$ cat config.mk
export PLATFORM = sky130hd
export DESIGN_NAME = amba_axi_read_slave
export DESIGN_NICKNAME = d
export VERILOG_FILES = /design/src/rtl/amba_axi_pkg.sv /design/src/rtl/amba_axi_rd_addr_gen.sv /design/src/rtl/amba_axi_read_slave.sv
export SDC_FILE = /design/constraint.sdc
export NUM_CORES = 1
export LEC_CHECK = 0
export BUFFER_PORTS_ARGS = -buffer_cell sky130_fd_sc_hd__clkbuf_2
export CAP_MARGIN = 15
export CORE_UTILIZATION = 25
export CTS_BUF_LIST = sky130_fd_sc_hd__clkbuf_16
export CTS_CLUSTER_DIAMETER = 60
export CTS_CLUSTER_SIZE = 40
export DETAILED_ROUTE_END_ITERATION = 7
export PLACE_DENSITY = 0.52
export SLEW_MARGIN = 10
export SYNTH_ARGS = -nofsm -noshare
export SYNTH_HDL_FRONTEND = slang
export SYNTH_HIERARCHICAL = 1
export SYNTH_SLANG_ARGS = --single-unit
$ cat constraint.sdc
create_clock -name aclk -period 2.5 [get_ports aclk]
set_clock_uncertainty 0.2 [all_clocks]
set_input_delay 0.25 -clock aclk [delete_from_list [all_inputs] [get_ports aclk]]
set_output_delay 0.25 -clock aclk [all_outputs]
set_load 0.02 [all_outputs]
$ cat src/rtl/amba_axi_pkg.sv
// Shared AXI definitions used by the read slave and by the decoder's AXI master blocks.
package amba_axi_pkg;

    localparam logic [1:0] BURST_FIXED = 2'b00;
    localparam logic [1:0] BURST_INCR  = 2'b01;
    localparam logic [1:0] BURST_WRAP  = 2'b10;

    localparam logic [1:0] RESP_OKAY   = 2'b00;
    localparam logic [1:0] RESP_EXOKAY = 2'b01;
    localparam logic [1:0] RESP_SLVERR = 2'b10;
    localparam logic [1:0] RESP_DECERR = 2'b11;

    localparam logic [2:0] SIZE_4B = 3'd2;

    typedef enum logic [1:0] {
        RD_IDLE,
        RD_READ,
        RD_WAIT,
        RD_SEND
    } rd_state_t;

endpackage

$ cat src/rtl/amba_axi_rd_addr_gen.sv
// Beat address and counter for one read burst, with window range check and word-address mapping.
module amba_axi_rd_addr_gen
    import amba_axi_pkg::*;
#(
    parameter logic [31:0] BASE_ADDR = 32'h0000_0000,
    parameter int          MEM_AW    = 10
) (
    input  logic              aclk,
    input  logic              aresetn,
    input  logic              load,
    input  logic              advance,
    input  logic [31:0]       araddr,
    input  logic [3:0]        arlen,
    input  logic [1:0]        arburst,
    output logic [31:0]       addr,
    output logic              last,
    output logic              in_range,
    output logic [MEM_AW-1:0] word_addr
);

    localparam logic [32:0] WINDOW = 33'd4 << MEM_AW;

    logic [3:0]  count;
    logic [1:0]  burst;
    logic        borrow;
    logic [31:0] offset;

    always_ff @(posedge aclk or negedge aresetn) begin
        if (!aresetn) begin
            addr  <= '0;
            count <= '0;
            burst <= BURST_FIXED;
        end else if (load) begin
            addr  <= araddr & 32'hFFFF_FFFC;
            count <= arlen;
            burst <= arburst;
        end else if (advance) begin
            count <= count - 4'd1;
            if (burst != BURST_FIXED)
                addr <= addr + 32'd4;
        end
    end

    // A borrow out of the 33-bit subtraction means the beat lies below the window.
    assign {borrow, offset} = {1'b0, addr} - {1'b0, BASE_ADDR};
    assign in_range  = !borrow && ({1'b0, offset} < WINDOW);
    assign word_addr = MEM_AW'(offset >> 2);
    assign last      = (count == 4'd0);

endmodule

$ cat src/rtl/amba_axi_read_slave.sv
// AXI3 read-channel responder: one AR burst at a time, each beat fetched from a
// synchronous word RAM and returned on R with rid/rresp/rlast.
//   state   | meaning
//   IDLE    | arready high, waiting for an AR handshake
//   READ    | memory strobe for the current beat (in-range, supported bursts only)
//   WAIT    | memory data lands; R outputs register at the edge
//   SEND    | rvalid held until rready
module amba_axi_read_slave
    import amba_axi_pkg::*;
#(
    parameter logic [31:0] BASE_ADDR = 32'h0000_0000,
    parameter int          MEM_AW    = 10
) (
    input  logic              aclk,
    input  logic              aresetn,
    input  logic [3:0]        arid,
    input  logic [31:0]       araddr,
    input  logic [3:0]        arlen,
    input  logic [2:0]        arsize,
    input  logic [1:0]        arburst,
    input  logic [1:0]        arlock,
    input  logic [3:0]        arcache,
    input  logic [2:0]        arprot,
    input  logic              arvalid,
    output logic              arready,
    output logic [3:0]        rid,
    output logic [31:0]       rdata,
    output logic [1:0]        rresp,
    output logic              rlast,
    output logic              rvalid,
    input  logic              rready,
    output logic              mem_en,
    output logic [MEM_AW-1:0] mem_addr,
    input  logic [31:0]       mem_rdata
);

    rd_state_t         state, state_next;
    logic              err;
    logic              ar_hs, r_hs;
    logic              beat_last, beat_in_range, bad_beat;
    logic [31:0]       beat_addr;
    logic [MEM_AW-1:0] word_addr;

    assign ar_hs = arvalid & arready;
    assign r_hs  = rvalid & rready;

    amba_axi_rd_addr_gen #(
        .BASE_ADDR (BASE_ADDR),
        .MEM_AW    (MEM_AW)
    ) u_addr_gen (
        .aclk      (aclk),
        .aresetn   (aresetn),
        .load      (ar_hs),
        .advance   ((state == RD_SEND) && r_hs && !rlast),
        .araddr    (araddr),
        .arlen     (arlen),
        .arburst   (arburst),
        .addr      (beat_addr),
        .last      (beat_last),
        .in_range  (beat_in_range),
        .word_addr (word_addr)
    );

    always_ff @(posedge aclk or negedge aresetn) begin
        if (!aresetn)
            state <= RD_IDLE;
        else
            state <= state_next;
    end

    always_comb begin
        state_next = state;
        case (state)
            RD_IDLE: if (ar_hs) state_next = RD_READ;
            RD_READ: state_next = RD_WAIT;
            RD_WAIT: state_next = RD_SEND;
            RD_SEND: if (r_hs) state_next = rlast ? RD_IDLE : RD_READ;
            default: state_next = RD_IDLE;
        endcase
    end

    // Error beats never touch the memory; each beat is range-checked on its own.
    assign bad_beat = err | ~beat_in_range;
    assign mem_en   = (state == RD_READ) && !bad_beat;
    assign mem_addr = mem_en ? word_addr : '0;

    always_ff @(posedge aclk or negedge aresetn) begin
        if (!aresetn) begin
            arready <= 1'b0;
            err     <= 1'b0;
            rid     <= '0;
            rdata   <= '0;
            rresp   <= RESP_OKAY;
            rlast   <= 1'b0;
            rvalid  <= 1'b0;
        end else begin
            arready <= (state_next == RD_IDLE);
            if (ar_hs) begin
                rid <= arid;
                err <= (arsize != SIZE_4B) | arburst[1];
            end
            if (state == RD_WAIT) begin
                rdata  <= bad_beat ? 32'h0 : mem_rdata;
                rresp  <= bad_beat ? RESP_SLVERR : RESP_OKAY;
                rlast  <= beat_last;
                rvalid <= 1'b1;
            end else if ((state == RD_SEND) && r_hs) begin
                rvalid <= 1'b0;
            end
        end
    end

endmodule

Yosys cells after proc, flatten, opt, wreduce, memory -nomap -nowiden
Index checks and enable logic that the tools add are counted.
{ "totals": {"reg_bits": 82, "latch_bits": 0, "ramBits": 0, "romBits": 0, "in_bits": 90, "output_inout_bits": 52, "n_memories": 0} }
{ "op_classes": {"addsub": 2, "n_mul": 0, "n_div": 0, "order_cmp": 1, "n_eq_ne": 4, "shifts": 0, "n_mux": 14, "bitwise_logic": 5, "n_reduce_logical": 13} }
{ "op_table": {"columns": ["operator", "n"], "rows": [
  ["$mux 32", 4],
  ["$add 32x3->32 const B", 1],
  ["$lt 32x13->1 const B", 1],
  ["$mux 10", 1],
  ["$mux 4", 2],
  ["$pmux 2 s4", 1],
  ["$reduce_bool 2->1", 4],
  ["$mux 2", 3],
  ["$eq 2x2->1 const B", 2],
  ["$logic_not 2->1", 2],
  ["$logic_not 4->1", 1],
  ["$sub 4x1->4 const B", 1],
  ["$logic_and 1x1->1", 3],
  ["$mux 1", 3],
  ["$ne 3x2->1 const B", 1],
  ["$and 1x1->1", 2],
  ["$eq 2x1->1 const B", 1],
  ["$logic_not 1->1", 2],
  ["$or 1x1->1", 2],
  ["$reduce_and 2->1", 1],
  ["$not 1->1", 1]
]} }

Depth between registers and ports, before layout
Gate-level depths: netlist of the first run.
{ "depth": {"ltp_word": 6, "mapped_depth": 8, "ltp_nobuf": 6} }

Hierarchy
The synthesis of the first run kept the hierarchy.
{ "modules_own_cells": {"columns": ["mod", "instances", "cells_each", "area_per_inst_um2", "seq_area_each_um2"], "rows": [
  ["amba_axi_rd_addr_gen", 1, 261, 2249.7, 900.9],
  ["amba_axi_read_slave", 1, 123, 1724.2, 1076.0]
]} }

Least setup slack after synthesis of the first run
No wires, ideal clock.
{ "synth_timing": {"path_type": "reg-to-reg", "startpoint": "reg rvalid", "endpoint": "reg u_addr_gen.addr[28]", "setup_time_ns": 0.082, "arrival_ns": 2.303, "path_slack_ns": -0.085, "stages_incl_launch_ff": 9, "synth_period_minus_slack_ns": 2.585, "cell_sequence": "dfrtp_1 nand3_1 nor3b_1 buf_2 o2111ai_1 or3_1 clkbuf_1 or4_1 a31oi_1"} }
{ "synth_between": {"elab_chain_len": 5} }
{ "synth_lines": {"columns": ["item", "line", "text"], "rows": [
  ["start, declared", "amba_axi_read_slave.sv:30", "output logic rvalid,"],
  ["start signal, assigned", "amba_axi_read_slave.sv:95", "rvalid <= 1'b0;"],
  ["start signal, assigned", "amba_axi_read_slave.sv:106", "rvalid <= 1'b1;"],
  ["start signal, assigned", "amba_axi_read_slave.sv:108", "rvalid <= 1'b0;"],
  ["$and 1x1->1", "amba_axi_read_slave.sv:45", "assign r_hs = rvalid & rready;"],
  ["$logic_and 1x1->1 (2 in series)", "amba_axi_read_slave.sv:54", ".advance ((state == RD_SEND) && r_hs && !rlast),"],
  ["$reduce_bool 2->1 (no source line)", null, null],
  ["$reduce_and 2->1 (no source line)", null, null],
  ["end signal, assigned", "amba_axi_rd_addr_gen.sv:34", "addr <= araddr & 32'hFFFF_FFFC;"],
  ["end signal, assigned", "amba_axi_rd_addr_gen.sv:40", "addr <= addr + 32'd4;"],
  ["end, declared", "amba_axi_rd_addr_gen.sv:15", "output logic [31:0] addr,"]
]} }
Every way passes these cells.
A chain may end at the register's enable or synchronous reset.

Worst setup path after layout of the first run
{ "layout_timing": {"startpoint": "reg u_addr_gen.addr[13]", "endpoint": "out mem_addr[2]"} }
{ "layout_between": {"elab_chain_len": 6} }
{ "layout_lines": {"columns": ["item", "line", "text"], "rows": [
  ["$lt 32x13->1", "amba_axi_rd_addr_gen.sv:46", "assign in_range = !borrow && ({1'b0, offset} < WINDOW);"],
  ["named net beat_in_range", "amba_axi_read_slave.sv:40", "logic beat_last, beat_in_range, bad_beat;"],
  ["$not 1->1", "amba_axi_read_slave.sv:83", "assign bad_beat = err | ~beat_in_range;"],
  ["$or 1x1->1", "amba_axi_read_slave.sv:83", null],
  ["$logic_not 1->1", "amba_axi_read_slave.sv:84", "assign mem_en = (state == RD_READ) && !bad_beat;"],
  ["$logic_and 1x1->1", "amba_axi_read_slave.sv:84", null],
  ["$mux 10", "amba_axi_read_slave.sv:85", "assign mem_addr = mem_en ? word_addr : '0;"],
  ["end, declared", "amba_axi_read_slave.sv:33", "output logic [MEM_AW-1:0] mem_addr,"]
]} }
The timed path passes the listed nets, and every way through them passes these cells.

==> results of run 1 <==
==> metal layers <==
metal / up-vias / GRT usage / routed length (um)
li1: 1816 / - / -
met1: 1822 / 0.185 / 5430
met5: - / 0 / 0
met4: 0 / 0.0457 / 148
met3: 11 / 0.0355 / 676
met2: 107 / 0.237 / 5350
==> power groups by stage <==
| stage | Clock [W] | Combinational, W | Sequential [W] |
|---|---|---|---|
| final | 0.00141 | 0.00139 | 0.00212 |
| after floorplan | 0 | 0.000927 | 0.00204 |
| after detailed placement | 0 | 0.00120 | 0.00210 |
| after CTS | 0.00145 | 0.00135 | 0.00210 |
| after global routing | 0.00151 | 0.00155 | 0.00218 |
| after global placement | 0 | 0.00117 | 0.00210 |
==> critical path, delay by kind of cell, from the launching register on <==
| kind | cells | cell delay (ns) |
|---|---|---|
| buffers and inverters | 1 | 0.13 |
| flip-flops | 1 | 0.42 |
| AND/OR/NAND/NOR | 5 | 1.15 |
==> through the flow <==
stage          cell area, sq um  total power (W)  cells  hold slack (ns)
2_1_floorplan              3960          0.00297    381           -0.246
3_3_place_gp               4780          0.00327    702            0.138
3_5_place_dp               4780          0.00330    702            0.138
4_1_cts                    5940          0.00491    797           0.0244
5_1_grt                    6070          0.00524    802           0.0572
6_report                   6070          0.00492    802           0.0312
==> how the worst max path moves through the flow <==
stage | to | slack [ns]
after floorplan | u_addr_gen/addr[28] | 0.02
after global placement | u_addr_gen/addr[28] | 0.02
after detailed placement | u_addr_gen/addr[30] | -0.05
after CTS | mem_addr[6] | -0.02
after global routing | mem_addr[4] | -0.09
final | mem_addr[2] | 0.01
==> timing repair <==
| action | CTS | global route |
|---|---|---|
| setup buffers | 2 | 3 |
| hold endpoints to repair | 126 | 0 |
| hold buffers | 76 | 0 |
| pin swaps | 5 | 8 |
| gates resized for setup | 14 | 38 |
| gates cloned | 1 | 1 |
| setup endpoints to repair | 17 | 15 |
==> registers in the layout (all words and copies together) (netlist names) <==
name              flops
u_addr_gen/addr      30
rdata                32
err                   1
rresp                 1
rid                   4
state                 2
rvalid                1
u_addr_gen/count      4
rlast                 1
arready               1
u_addr_gen/burst      2
==> area by class of cell <==
cell class                      instances  share of cell area
Clock buffer                            9              0.0371
Inverter                                9             0.00556
Tap cell                              211              0.0435
Multi-Input combinational cell        256               0.296
Clock inverter                          7              0.0161
Antenna cell                            1            0.000412
Sequential cell                        79               0.326
Timing Repair Buffer                  230               0.275
==> layout by cell type (no fill, tap or decap), types with 3 or more instances in the layout <==
master           n
dfrtp_1         76
or4_1           16
a21oi_1          4
nor3_1           4
xor2_1           5
buf_4           26
xnor2_1         10
inv_1            8
and2_1           5
buf_6            8
clkbuf_16        9
nor2_1          19
clkinv_4         3
mux2_2           9
a31oi_1         16
and2_4           8
o21ai_0         19
nor4_1           6
nand3_1         11
dfrtp_2          3
nand2_1         32
a22o_1          32
clkbuf_2       117
nand4_1          8
dlygate4sd3_1   76
o31ai_1         14
==> impl_metrics.ini, run 1 <==
[outcome]
outcome = finished clean

[grt]
grt_pass1_wl_um = 18400
grt-ovfl-total = 0
grt_pass1_vias = 3669
grt.total_usage = 0.144
grt_max_degree = 55
antenna_found_initial = 1

[clocking]
numCtsBuffers = 9
path_clk_slew_ns = 0.06
cts_sinks = 79
root_buffer = clkbuf_16
tritoncts = done
cts.path.max_buffers = 2
clk_latency_ns = 0.33
cts.htree.levels = 3

[worst_setup_path]
crit_chain = nor4_2 > nand3_1 > nor2_4 > and4bb_4 > and2_1 > buf_4
start_kind = register
cp_max_fo = 6
timing.rr.end = u_addr_gen/addr[29]
reg2reg_from = rvalid
required_ns = 2.05
critPathLaunch = u_addr_gen/addr[13]
reg2reg_depth = 8
end_kind = output pin
arrival_ns = 2.04
reg2reg_slack_ns = 0.10
critPathKind = reg -> out
max_stage_delay_ns = 0.42
slowest_stage = dfrtp_1

[timing]
relSlewSlack = 0.541
hold_viol = 0
setup_slack_ns = 0.0142
period_needed_ns = 2.49
period_share = 0.994
worstMarginPinSlew_ns = 0.689
fmax_ghz = 0.402
rsz0062_at_grt = true
drv_slew = 0
setup_tns_ns = 0
finalSetupViolCount = 0

[synthesis]
synthesis.area_sq_mm = 0.00396
postSynthCellCount = 381
ys_warn_count = 6
syn-num-nets = 473
syn_area_per_cell_sq_um = 10.4

[final_layout]
fillCellCount = 1547
drive_above_1_share = 0.346
multi_input_area_sq_mm = 0.00180
final_util = 0.397
final-seq-area_sq_mm = 0.00198
layout.nets = 677
area_growth_pct = 53.6

[pwr]
switchingPower_w = 0.00173
clockPowerShare = 0.287
cellLeakagePower_nw = 2.71
p_int_w = 0.00320
ir_drop_v = 0.000333
seqPwrFrac = 0.431
power.share.combinational = 0.283
swShare = 0.351
powerDensity_mw_per_mm2 = 811

[detailed_routing]
vias = 3756
final_antenna_net_count = 0
wirelength_um = 11600
wl_per_cell_um = 14.5
vias_per_cell = 4.68
drc = 0
drtIter0Drc = 158
first_pass_iters = 4

[placement]
routabilityCongestion = 0.787
place_worst_setup_slack_ns = -0.0491
port_buffers = 129
place_hpwl_um = 7610

[floorplanning]
ios = 142
rows = 45
core_sq_mm = 0.0153
start_util = 0.258
die_w_um = 128
die-area_sq_mm = 0.0163
fp.dieH_um = 128

[min_path]
hold_path.class = in -> reg
worstHoldStart = arvalid
hold_end = err
holdPathStages = 3

[run]
drv_cap = 0
(Power assumes the default switching activity.)
==> inputs of run 2 (changes only) <==
- PLACE_DENSITY: 0.52 -> 0.51
- SLEW_MARGIN: 10 -> 20
- SYNTH_HIERARCHICAL: 1 -> not set
==> impl_metrics.ini, run 2 <==
[outcome]
outcome = finished, violations left
violations = hold timing

[worst_setup_path]
required_ns = 2.05
end_kind = output pin
cp_max_fo = 6
arrival_ns = 2.04
start_kind = register
critPathKind = reg -> out

[synthesis]
synth_edf_count = 0
yosysMostFrequentCell = dfrtp_1
synth_top_family_by_area = simple AND/OR/NAND/NOR gates
synth_common_cells = dfrtp_1 (79), nand2_1 (47), a22o_1 (33)
synth.largest_area_cell = dfrtp_1
synthAdderAreaFrac = 0.00626
postSynthCellCount = 409
synth-simple-area-share = 0.249
syn-num-nets = 501
synth_area_leaders = dfrtp_1 (49%), a22o_1 (7.2%), nand2_1 (4.4%), nand3_1 (2.4%), nor2_1 (2.3%)
syn_area_per_cell_sq_um = 9.77
muxShareOfSynthArea = 0.00250
ys_warn_count = 0
ys_seq_area_frac = 0.495
ys.flop_type = dfrtp_1
synth-seq-cells = 79
async_reset_ff_frac = 1.00
synthesis.area_sq_mm = 0.00400
synth_compound_area_frac = 0.183
synth_top_area_share = 0.495
synth_xor_area_frac = 0.0197
yosysUniqueCellTypes = 55

[timing]
rsz0062_at_grt = true
hold_viol = 1
setup_tns_ns = 0
worstMarginPinSlew_ns = 0.597
relSlewSlack = 0.599
period_share = 0.996
fmax_ghz = 0.402
finalSetupViolCount = 0
setup_slack_ns = 0.00988
period_needed_ns = 2.49
finalHoldWorstSlack_ns = -0.00171
drv_slew = 0

[pwr]
p_total_w = 0.00481
cellLeakagePower_nw = 2.87
ir_drop_v = 0.000414
powerDensity_mw_per_mm2 = 771

[final_layout]
final_common_cell = clkbuf_2
largest_reg_flops = 32
design_area_sq_mm = 0.00624
antennaDiodeCount = 0
top_register = rdata
area_growth_pct = 56.2
layout.nets = 724
drive_above_1_share = 0.333
reg.largest.list = rdata x32, u_addr_gen.addr x30
final_cell_mix = clkbuf_2 (118), dlygate4sd3_1 (73), dfrtp_1 (72)

[run]
drv_cap = 0

[clocking]
root_buffer = clkbuf_16
cts_sinks = 79
numCtsBuffers = 9
cts.htree.levels = 3
tritoncts = done
cts.path.max_buffers = 2
path_clk_slew_ns = 0.06
clk_latency_ns = 0.35

[min_path]
hold_path.class = in -> reg

[placement]
place_worst_setup_slack_ns = 0.208
routabilityCongestion = 0.797
place_area_sq_mm = 0.00500
port_buffers = 129
place_hpwl_um = 8760

[grt]
grt.busiest_layer = met2
grt_use_met2 = 0.282
grt_pass1_vias = 4110
met1_usage = 0.201
grt.total_usage = 0.164
grt-ovfl-total = 0
grt_max_degree = 48
grt_pass1_wl_um = 20800
gr-usage-met3 = 0.0316
antenna_found_initial = 0

[detailed_routing]
final_antenna_net_count = 0
wl_per_cell_um = 15.6
drc = 0
vias_per_cell = 4.88
drtIter0Drc = 260
wirelength_um = 13200
vias = 4134
first_pass_iters = 4

[floorplanning]
fp.dieH_um = 128
core_sq_mm = 0.0154
die-area_sq_mm = 0.0165
ios = 142
start_util = 0.259
rows = 45
die_w_um = 128
==> run 2: path summary, 6_finish.rpt <==
path	cells past startpoint	to	slack, ns	from
max	6	mem_addr[7]	0.01	u_addr_gen.addr[15]
min	3	u_addr_gen.addr[11]	-0.002	araddr[11]
max reg2reg	5	u_addr_gen.addr[31]	0.10	u_addr_gen.addr[22]
max in group asynchronous	3	rdata[8]	1.27	aresetn
min reg2reg	2	rid[1]	0.27	rid[1]
min in group asynchronous	2	u_addr_gen.addr[24]	0.20	aresetn
==> run 2: timing repair <==
item                                    4_1_cts  5_1_grt
endpoints found under the setup margin       10       11
hold buffers                                 73        0
hold endpoints to repair                    103        0
pin swaps                                     4        3
resized for setup                             8       33
setup buffers                                 5        6
==> run 2: cell families (layout without fill, tap and decap cells) <==
family / Yosys count / in the layout
mux: 1 / 1
buf+inv: 39 / 267
other cells: 1 / 1
simple gates: 182 / 182
flops: 79 / 79
xor+xnor: 9 / 9
fa+ha+maj: 2 / 2
compound gates: 96 / 96
==> run 2: routing by layer <==
metal,routed length [um],part of all wire,vias up
met5,0,0,-
met4,211,0.016,0
met3,796,0.060,14
met2,6500,0.49,149
met1,5720,0.43,1993
li1,-,-,1978
==> run 2: final cells by class <==
type	count	area (sq um)
inverter	11	41.3
sequential	79	1990
fill	1572	9190
multi-input combinational	291	1920
clock buffer	9	225
tap	211	264
clock inverter	7	87.6
timing repair buffer	240	1720
==> run 2: critical path: stages, from the launching register on <==
cell and delay, ns:
dfrtp_2 0.46, nor4_4 0.29, nand3_2 0.18, nor4_4 0.30, buf_4 0.18, and2_1 0.15, buf_6 0.13
==> run 2: through the flow <==
step,instances,utilization
floorplan,409,-
global placement,748,0.324
detailed placement,748,0.324
CTS,842,0.396
global route,848,0.405
finish,848,0.405
==> run 2: power breakdown <==
part	internal (W)	switching, W
Combinational	0.000672	0.000695
Clock	0.000867	0.000542
Sequential	0.00160	0.000436
